===== src/rtl/handwash_echo_sampler.sv =====
`default_nettype none
// ============================================================================
// handwash_echo_sampler - alternating L/R ultrasonic echo timer with per-side AGC (rev 1.0)
// ============================================================================
module handwash_echo_sampler #(
  parameter int PERIOD_CYCLES  = 500000,
  parameter int TRIG_CYCLES    = 100,
  parameter int ECHO_TIMEOUT   = 300000,
  parameter int DIST_SHIFT     = 6,
  parameter int GAIN_INIT      = 64,
  parameter int GAIN_STEP      = 8,
  parameter int GAIN_MIN       = 16,
  parameter int GAIN_DOWN_DIST = 64
) (
  input  logic        clk,
  input  logic        reset,
  input  logic        echoLeft,
  input  logic        echoRight,
  output logic        trigLeft,
  output logic        trigRight,
  output logic [7:0]  frontEndGainLeft,
  output logic [7:0]  frontEndGainRight,
  output logic        acceptLeftHandDistance,
  output logic [15:0] leftHandDistance,
  output logic        acceptLeftHandGain,
  output logic [7:0]  leftHandGain,
  output logic        acceptRightHandDistance,
  output logic [15:0] rightHandDistance,
  output logic        acceptRightHandGain,
  output logic [7:0]  rightHandGain
);

  localparam int CNT_MAX = (ECHO_TIMEOUT > TRIG_CYCLES) ? ECHO_TIMEOUT : TRIG_CYCLES;
  localparam int CW      = $clog2(CNT_MAX + 1);
  localparam int PW      = $clog2(PERIOD_CYCLES);

  typedef enum logic [2:0] {
    S_INIT, S_TRIG, S_WAIT_RISE, S_MEASURE, S_STUCK, S_REPORT, S_WAIT_PERIOD
  } stateT;

  typedef enum logic [1:0] {R_VALID, R_NO_ECHO, R_STUCK} resultT;

  stateT         state;
  logic          sideRight;
  logic [CW-1:0] count;
  logic [PW-1:0] periodCnt;
  logic [7:0]    gainLeft;
  logic [7:0]    gainRight;
  logic          echoLeftMeta, echoLeftSync;
  logic          echoRightMeta, echoRightSync;

  logic          echoSel;
  logic [7:0]    curGain;
  logic          reportNow;
  resultT        resultKind;
  logic [CW:0]   highClocks;
  logic [31:0]   scaled;
  logic [15:0]   reportDist;
  logic [8:0]    gainUp;
  logic [7:0]    newGain;

  assign echoSel = sideRight ? echoRightSync : echoLeftSync;
  assign curGain = sideRight ? gainRight : gainLeft;

  // The rise cycle is seen in WAIT_RISE, so MEASURE's count is one short of the high time.
  assign highClocks = {1'b0, count} + (CW + 1)'(1);
  assign scaled     = 32'(highClocks) >> DIST_SHIFT;
  assign gainUp     = {1'b0, curGain} + 9'(GAIN_STEP);

  always_comb begin
    reportNow  = 1'b0;
    resultKind = R_STUCK;
    case (state)
      S_WAIT_RISE: begin
        if (!echoSel && count == CW'(ECHO_TIMEOUT - 1)) begin
          reportNow  = 1'b1;
          resultKind = R_NO_ECHO;
        end
      end
      S_MEASURE: begin
        if (!echoSel) begin
          reportNow  = 1'b1;
          resultKind = R_VALID;
        end else if (count == CW'(ECHO_TIMEOUT - 1)) begin
          reportNow  = 1'b1;
          resultKind = R_STUCK;
        end
      end
      S_STUCK: reportNow = 1'b1;
      default: ;
    endcase
  end

  always_comb begin
    reportDist = 16'hFFFF;
    if (resultKind == R_VALID)
      reportDist = (scaled > 32'h0000_FFFE) ? 16'hFFFE : scaled[15:0];
  end

  always_comb begin
    newGain = curGain;
    if (resultKind == R_NO_ECHO)
      newGain = (gainUp > 9'd255) ? 8'd255 : gainUp[7:0];
    else if (resultKind == R_VALID && reportDist < 16'(GAIN_DOWN_DIST))
      newGain = (curGain < 8'(GAIN_MIN + GAIN_STEP)) ? 8'(GAIN_MIN) : curGain - 8'(GAIN_STEP);
  end

  always_ff @(posedge clk or negedge reset) begin
    if (!reset) begin
      state                   <= S_INIT;
      sideRight               <= 1'b0;
      count                   <= '0;
      periodCnt               <= '0;
      gainLeft                <= 8'(GAIN_INIT);
      gainRight               <= 8'(GAIN_INIT);
      echoLeftMeta            <= 1'b0;
      echoLeftSync            <= 1'b0;
      echoRightMeta           <= 1'b0;
      echoRightSync           <= 1'b0;
      trigLeft                <= 1'b0;
      trigRight               <= 1'b0;
      acceptLeftHandDistance  <= 1'b0;
      acceptLeftHandGain      <= 1'b0;
      acceptRightHandDistance <= 1'b0;
      acceptRightHandGain     <= 1'b0;
      leftHandDistance        <= 16'hFFFF;
      rightHandDistance       <= 16'hFFFF;
    end else begin
      echoLeftMeta            <= echoLeft;
      echoLeftSync            <= echoLeftMeta;
      echoRightMeta           <= echoRight;
      echoRightSync           <= echoRightMeta;
      acceptLeftHandDistance  <= 1'b0;
      acceptLeftHandGain      <= 1'b0;
      acceptRightHandDistance <= 1'b0;
      acceptRightHandGain     <= 1'b0;
      // Saturates so an overrunning measurement retriggers straight after REPORT.
      if (periodCnt != PW'(PERIOD_CYCLES - 1))
        periodCnt <= periodCnt + PW'(1);

      case (state)
        S_INIT: begin
          acceptLeftHandGain  <= 1'b1;
          acceptRightHandGain <= 1'b1;
          trigLeft            <= 1'b1;
          count               <= '0;
          periodCnt           <= '0;
          state               <= S_TRIG;
        end
        S_TRIG: begin
          if (count == CW'(TRIG_CYCLES - 1)) begin
            trigLeft  <= 1'b0;
            trigRight <= 1'b0;
            count     <= '0;
            state     <= echoSel ? S_STUCK : S_WAIT_RISE;
          end else begin
            count <= count + CW'(1);
          end
        end
        S_WAIT_RISE: begin
          if (echoSel) begin
            count <= '0;
            state <= S_MEASURE;
          end else if (!reportNow) begin
            count <= count + CW'(1);
          end
        end
        S_MEASURE: begin
          if (!reportNow)
            count <= count + CW'(1);
        end
        S_REPORT: begin
          sideRight <= ~sideRight;
          state     <= S_WAIT_PERIOD;
        end
        S_WAIT_PERIOD: begin
          if (periodCnt == PW'(PERIOD_CYCLES - 1)) begin
            if (sideRight)
              trigRight <= 1'b1;
            else
              trigLeft <= 1'b1;
            count     <= '0;
            periodCnt <= '0;
            state     <= S_TRIG;
          end
        end
        default: ;
      endcase

      if (reportNow) begin
        state <= S_REPORT;
        if (sideRight) begin
          acceptRightHandDistance <= 1'b1;
          rightHandDistance       <= reportDist;
          if (newGain != curGain) begin
            gainRight           <= newGain;
            acceptRightHandGain <= 1'b1;
          end
        end else begin
          acceptLeftHandDistance <= 1'b1;
          leftHandDistance       <= reportDist;
          if (newGain != curGain) begin
            gainLeft           <= newGain;
            acceptLeftHandGain <= 1'b1;
          end
        end
      end
    end
  end

  assign frontEndGainLeft  = gainLeft;
  assign leftHandGain      = gainLeft;
  assign frontEndGainRight = gainRight;
  assign rightHandGain     = gainRight;

endmodule
`default_nettype wire

===== config.mk =====
export PLATFORM = sky130hd
export DESIGN_NAME = handwash_echo_sampler
export DESIGN_NICKNAME = d
export VERILOG_FILES = /design/src/rtl/handwash_echo_sampler.sv
export SDC_FILE = /design/constraint.sdc
export NUM_CORES = 1
export LEC_CHECK = 0
export CORE_MARGIN = 2
export CORE_UTILIZATION = 60
export CTS_CLUSTER_DIAMETER = 60
export DETAILED_ROUTE_END_ITERATION = 10
export GPL_ROUTABILITY_DRIVEN = 0
export PLACE_DENSITY_LB_ADDON = 0.12
export SYNTH_ARGS = -nofsm -noshare
export SYNTH_HDL_FRONTEND = slang
export SYNTH_SLANG_ARGS = --single-unit

===== constraint.sdc =====
create_clock -name clk -period 6.75 [get_ports clk]
set_clock_uncertainty 0.05 [all_clocks]
set_input_delay 2.025 -clock clk [delete_from_list [all_inputs] [get_ports clk]]
set_output_delay 2.025 -clock clk [all_outputs]
set_load 0.005 [all_outputs]

Yosys cells after proc, flatten, opt, wreduce, memory -nomap -nowiden
Index checks and enable logic that the tools add are counted.
{"block": "op_classes", "eq_ne": 19, "muxes": 46, "reduce_logical": 17, "add_sub_neg": 5, "magnitude_cmp": 4, "bitwise": 1}
{"cell": "$mux 19", "n": 6}
{"cell": "$pmux 19 s5", "n": 1}
{"cell": "$mux 8", "n": 5}
{"cell": "$add 19x1->19 const B", "n": 2}
{"cell": "$eq 19x19->1 const B", "n": 2}
{"cell": "$pmux 19 s2", "n": 1}
{"cell": "$mux 16", "n": 2}
{"cell": "$add 19x1->20 const B", "n": 1}
{"cell": "$eq 19x7->1 const B", "n": 1}
{"cell": "$mux 1", "n": 19}
{"cell": "$ne 19x19->1 const B", "n": 1}
{"cell": "$gt 14x16->1 const B", "n": 1}
{"cell": "$lt 16x7->1 const B", "n": 1}
{"cell": "$mux 3", "n": 5}
{"cell": "$pmux 3 s5", "n": 1}
{"cell": "$reduce_and 4->1", "n": 3}
{"cell": "$add 8x4->9 const B", "n": 1}
{"cell": "$eq 3x3->1 const B", "n": 3}
{"cell": "$gt 9x8->1 const B", "n": 1}
{"cell": "$ne 3x3->1 const B", "n": 3}
{"cell": "$lt 8x5->1 const B", "n": 1}
{"cell": "$ne 2x2->1 const B", "n": 4}
{"cell": "$ne 8x8->1", "n": 1}
{"cell": "$sub 8x4->8 const B", "n": 1}
{"cell": "other kinds (18)", "n": 25}
{"block": "totals", "register_bits": 100, "inputBits": 4, "wordCells": 110}

Depth between registers and ports, before layout
{"block": "depth", "ltp_word": 15, "mapped_depth": 11}

Worst setup path before layout
Ideal clock, no wire load.
{"block": "synth_timing", "kind": "reg-to-reg", "from": "reg sideRight", "to": "reg gainRight[4], in the netlist frontEndGainRight[4]", "arrival_time_ns": 2.850, "setup_time_ns": 0.125, "path_stages_with_launch": 11, "setup_slack_ns": 3.726, "synth_period_minus_slack_ns": 3.024, "path_cell_list": "dfrtp_1 > buf_4 > buf_2 > mux2i_1 > inv_1 > ha_1 > o41ai_1 > a21o_1 > a41oi_2 > o21ai_4 > mux2_2"}
{"block": "synth_via", "elab_chain_len": 13, "elab_cells_between_ends": 25}
{"item": "start: declaration", "line_no": "44", "text": "logic sideRight;"}
{"item": "start signal: assignment", "line_no": "173", "text": "sideRight <= ~sideRight;"}
{"item": "$mux 1", "line_no": "62", "text": "assign echoSel = sideRight ? echoRightSync : echoLeftSync;"}
{"item": "$logic_not 1->1"}
{"item": "$logic_and 1x1->1", "line_no": "75", "text": "if (!echoSel && count == CW'(ECHO_TIMEOUT - 1)) begin"}
{"item": "$mux 2", "line_no": "75"}
{"item": "$pmux 2 s2", "line_no": "73", "text": "case (state)"}
{"item": "$logic_not 2->1", "line_no": "96, 104"}
{"item": "$mux 16", "line_no": "96", "text": "if (resultKind == R_VALID)"}
{"item": "$lt 16x7->1", "line_no": "104", "text": "else if (resultKind == R_VALID && reportDist < 16'(GAIN_DOWN_DIST))"}
{"item": "$logic_and 1x1->1", "line_no": "104"}
{"item": "$mux 8", "line_no": "104"}
{"item": "$mux 8", "line_no": "102", "text": "if (resultKind == R_NO_ECHO)"}
{"item": "$ne 8x8->1", "line_no": "195", "text": "if (newGain != curGain) begin"}
{"item": "$reduce_and 3->1 (no line)"}
{"item": "end signal: assignment", "line_no": "115", "text": "gainRight <= 8'(GAIN_INIT);"}
{"item": "end signal: assignment", "line_no": "196", "text": "gainRight <= newGain;"}
{"item": "end: declaration", "line_no": "48", "text": "logic [7:0] gainRight;"}
Several ways; a longest one is shown, not always the timed one.
A chain may end at the register's enable or synchronous reset.

Worst setup path in the final report
{"block": "layout_timing", "from": "reg sideRight", "to": "reg gainLeft[5], in the netlist frontEndGainLeft[5]"}
{"block": "layout_via", "elab_chain_len": 13, "elab_cells_between_ends": 26}
{"item": "$mux 1", "line_no": "62"}
{"item": "$logic_not 1->1"}
{"item": "$logic_and 1x1->1", "line_no": "75"}
{"item": "$mux 2", "line_no": "75"}
{"item": "$pmux 2 s2", "line_no": "73"}
{"item": "$logic_not 2->1", "line_no": "96, 104"}
{"item": "$mux 16", "line_no": "96"}
{"item": "$lt 16x7->1", "line_no": "104"}
{"item": "$logic_and 1x1->1", "line_no": "104"}
{"item": "$mux 8", "line_no": "104"}
{"item": "$mux 8", "line_no": "102"}
{"item": "$ne 8x8->1", "line_no": "202", "text": "if (newGain != curGain) begin"}
{"item": "$reduce_and 3->1 (no line)"}
{"item": "end signal: assignment", "line_no": "114", "text": "gainLeft <= 8'(GAIN_INIT);"}
{"item": "end signal: assignment", "line_no": "203", "text": "gainLeft <= newGain;"}
{"item": "end: declaration", "line_no": "47", "text": "logic [7:0] gainLeft;"}
Several ways; a longest one is shown, not always the timed one.

==> metrics.txt <==
worst hold path class=flop to flop; unrepaired setup endpoints after global routing=false; Crit Reg-Reg Startpoint=sideRight$_DFFE_PN0N_; Reg clk slew, reported paths=100 ps; Worst Setup End Kind=flop; CP Data Arrival Time=3870 ps; CP max FO=22; Setup crit start=sideRight$_DFFE_PN0N_; core area=9150 um^2; cts-stage hold buffer count=0; Reg2Reg Setup Slack=3090 ps; worst vdd ir=0.000118 V; GRT Total Usage=25.4%; Antenna Cells=0; number of flops mapped to enable cells by yosys=0; Die W=101 um; placed wire-length estimate=8710 um; Async SR Flop Fraction=100%; fin crit share=54.2%; ratio of cells with drive above 1 in the final layout=17.3%; fin worst setup slack=3090 ps; Layout area overhead=14.8%; via count=4500; Syn Nets=582; Synth Cell Area=5610 um^2; Post-Route WL=12300 um; Hold Violations, Final=0; Max Buffers Root-to-Sink=2; yosys synthesis warning count=0; Clock Sinks=98; std cell rows=35; Resized Gates After CTS=0; Fin Setup TNS=0 ps; worst path required time=6960 ps; Synth Register Bits=98; post-synthesis sequential area ratio=44.4%; synthesized netlist cell count=572; Die Y=101 um; nets@finish=622; Achievable Freq=273 MHz; worst reg-to-reg path cell count=8; Leak Pwr=0.00266 uW; Slew Viols, Final=0; initial antenna violation count=0; final setup violation count=0; DRT Pass-1 Iters=5; DRC=0; Mean Syn Cell Area=9.81 um^2; clock root cell=clkbuf_8; Cell Pwr Density=154 nW/um^2; WL/cell=16.9 um; I/O Buffers=73; commonest cells after routing, fill and taps aside=clkdlybuf4s50_1, dfrtp_1, nor2_1; hold_sp=echoLeftMeta$_DFF_PN0_; Post-CTS Setup Inserts=0; Slew HR=42.0%; CP Launch Type=flop; vias per cell=6.18; H-tree Lvls=3; CTS tree=yes; post-place setup slack=3140 ps; Crit Path Class=flop to flop; die area=10100 um^2; first-pass GRT wire length=20600 um; post-route ant nets=0; Yosys cell types=73; Worst setup endpoint=frontEndGainLeft[5]$_DFFE_PN0P_; gr ovfl total=0; Clk Latency, worst-skew pair=380 ps; number of buffers created by CTS=9; MaxCap Viol Count=0; Initial Util=61.3%; IO Pins=74; status=finished clean; pin count of the biggest net entering global routing=52; ys flop type=dfrtp_1; commonest non-fill, non-tap cell in the layout=clkdlybuf4s50_1; RR Endpoint=frontEndGainLeft[5]$_DFFE_PN0P_; Final min period=3660 ps; worst-margin pin slew=870 ps; vias in the first global route=4318; number of DRC markers in iteration 0=323
synthesized netlist by cell type, drive strengths merged, types with 11 or more instances:
cell / number / area (um^2)
nand4: 16 / 115
xor2: 11 / 96.3
nand3: 19 / 95.1
inv: 20 / 75.1
dfrtp: 66 / 1650
dfstp: 32 / 841
buf: 34 / 233
and3: 11 / 68.8
mux2: 31 / 349
clkbuf: 16 / 61.3
nand2: 45 / 169
nor4: 11 / 103
xnor2: 19 / 166
mux2i: 11 / 114
a31oi: 31 / 194
a21oi: 29 / 149
o21ai: 15 / 101
nor2: 55 / 206
flip-flops by register name, summed over array words and instances (netlist names), 3 cells and up:
| name | count |
|---|---|
| frontEndGainLeft | 8 |
| state | 3 |
| frontEndGainRight | 8 |
| rightHandDistance | 15 |
| periodCnt | 19 |
| count | 19 |
| leftHandDistance | 15 |
worst min path at each step:
| stage | cells after the start | to |
|---|---|---|
| 6_report | 0 | echoLeftSync$_DFF_PN0_ |
| 5_1_grt | 0 | echoLeftSync$_DFF_PN0_ |
| 4_1_cts | 0 | echoLeftSync$_DFF_PN0_ |
| 3_5_place_dp | 0 | echoLeftSync$_DFF_PN0_ |
| 3_3_place_gp | 0 | echoRightSync$_DFF_PN0_ |
| 2_1_floorplan | 0 | echoLeftSync$_DFF_PN0_ |
metal layers:
metal	up-vias	share of wire, %	wire (um)	global-route usage [%]
li1	2125	-	-	-
met1	2183	44	5430	32.9
met2	164	48	5910	41.7
met3	28	5.3	648	4.99
met4	0	2.4	297	10.5
met5	-	0	0	0
cells by family after synthesis:
group | count (synthesis) | share of synthesized area (%)
AOI/OAI and AO/OA | 121 | 15.2
DFF | 98 | 44.4
xor gates and xnor gates | 30 | 4.68
buffers and inverters | 70 | 6.58
and+or+nand+nor | 205 | 19.6
adders and majority gates | 6 | 1.34
muxes | 42 | 8.25
stage by stage:
stage	power, uW	area [um^2]	hold slack, ps	util (%)	std cells
after detailed placement	616	6240	287	68.1	712
after global routing	1030	6440	333	70.4	728
after CTS	1000	6440	317	70.4	728
final	993	6440	315	70.4	728
after global placement	616	6240	290	68.1	712
after floorplan	602	5610	281	-	572
power breakdown:
| part | leakage [uW] | switching, uW | internal, uW | total [uW] |
|---|---|---|---|---|
| Clock | 0.000104 | 239 | 150 | 388 |
| Sequential | 0.00121 | 0.696 | 589 | 590 |
| Combinational | 0.00134 | 12.4 | 2.67 | 15.1 |
worst max-delay path: stages (launching register included):
cell	delay, ps
dfrtp_1	930
mux2i_1	490
inv_1	190
ha_1	310
o41ai_1	450
a21o_1	180
a41oi_2	230
o21ai_4	340
mux2_2	380
area by class of cell:
| type | instances | area [um^2] |
|---|---|---|
| multi-input cells | 404 | 2760 |
| clock buffers | 9 | 124 |
| inverters | 20 | 75.1 |
| repair buffers | 79 | 773 |
| clock inverters | 7 | 78.8 |
| well taps | 111 | 139 |
| flip-flops and latches | 98 | 2490 |
| fillers | 709 | 2710 |
Note: power is estimated with default switching activity, not from simulation.
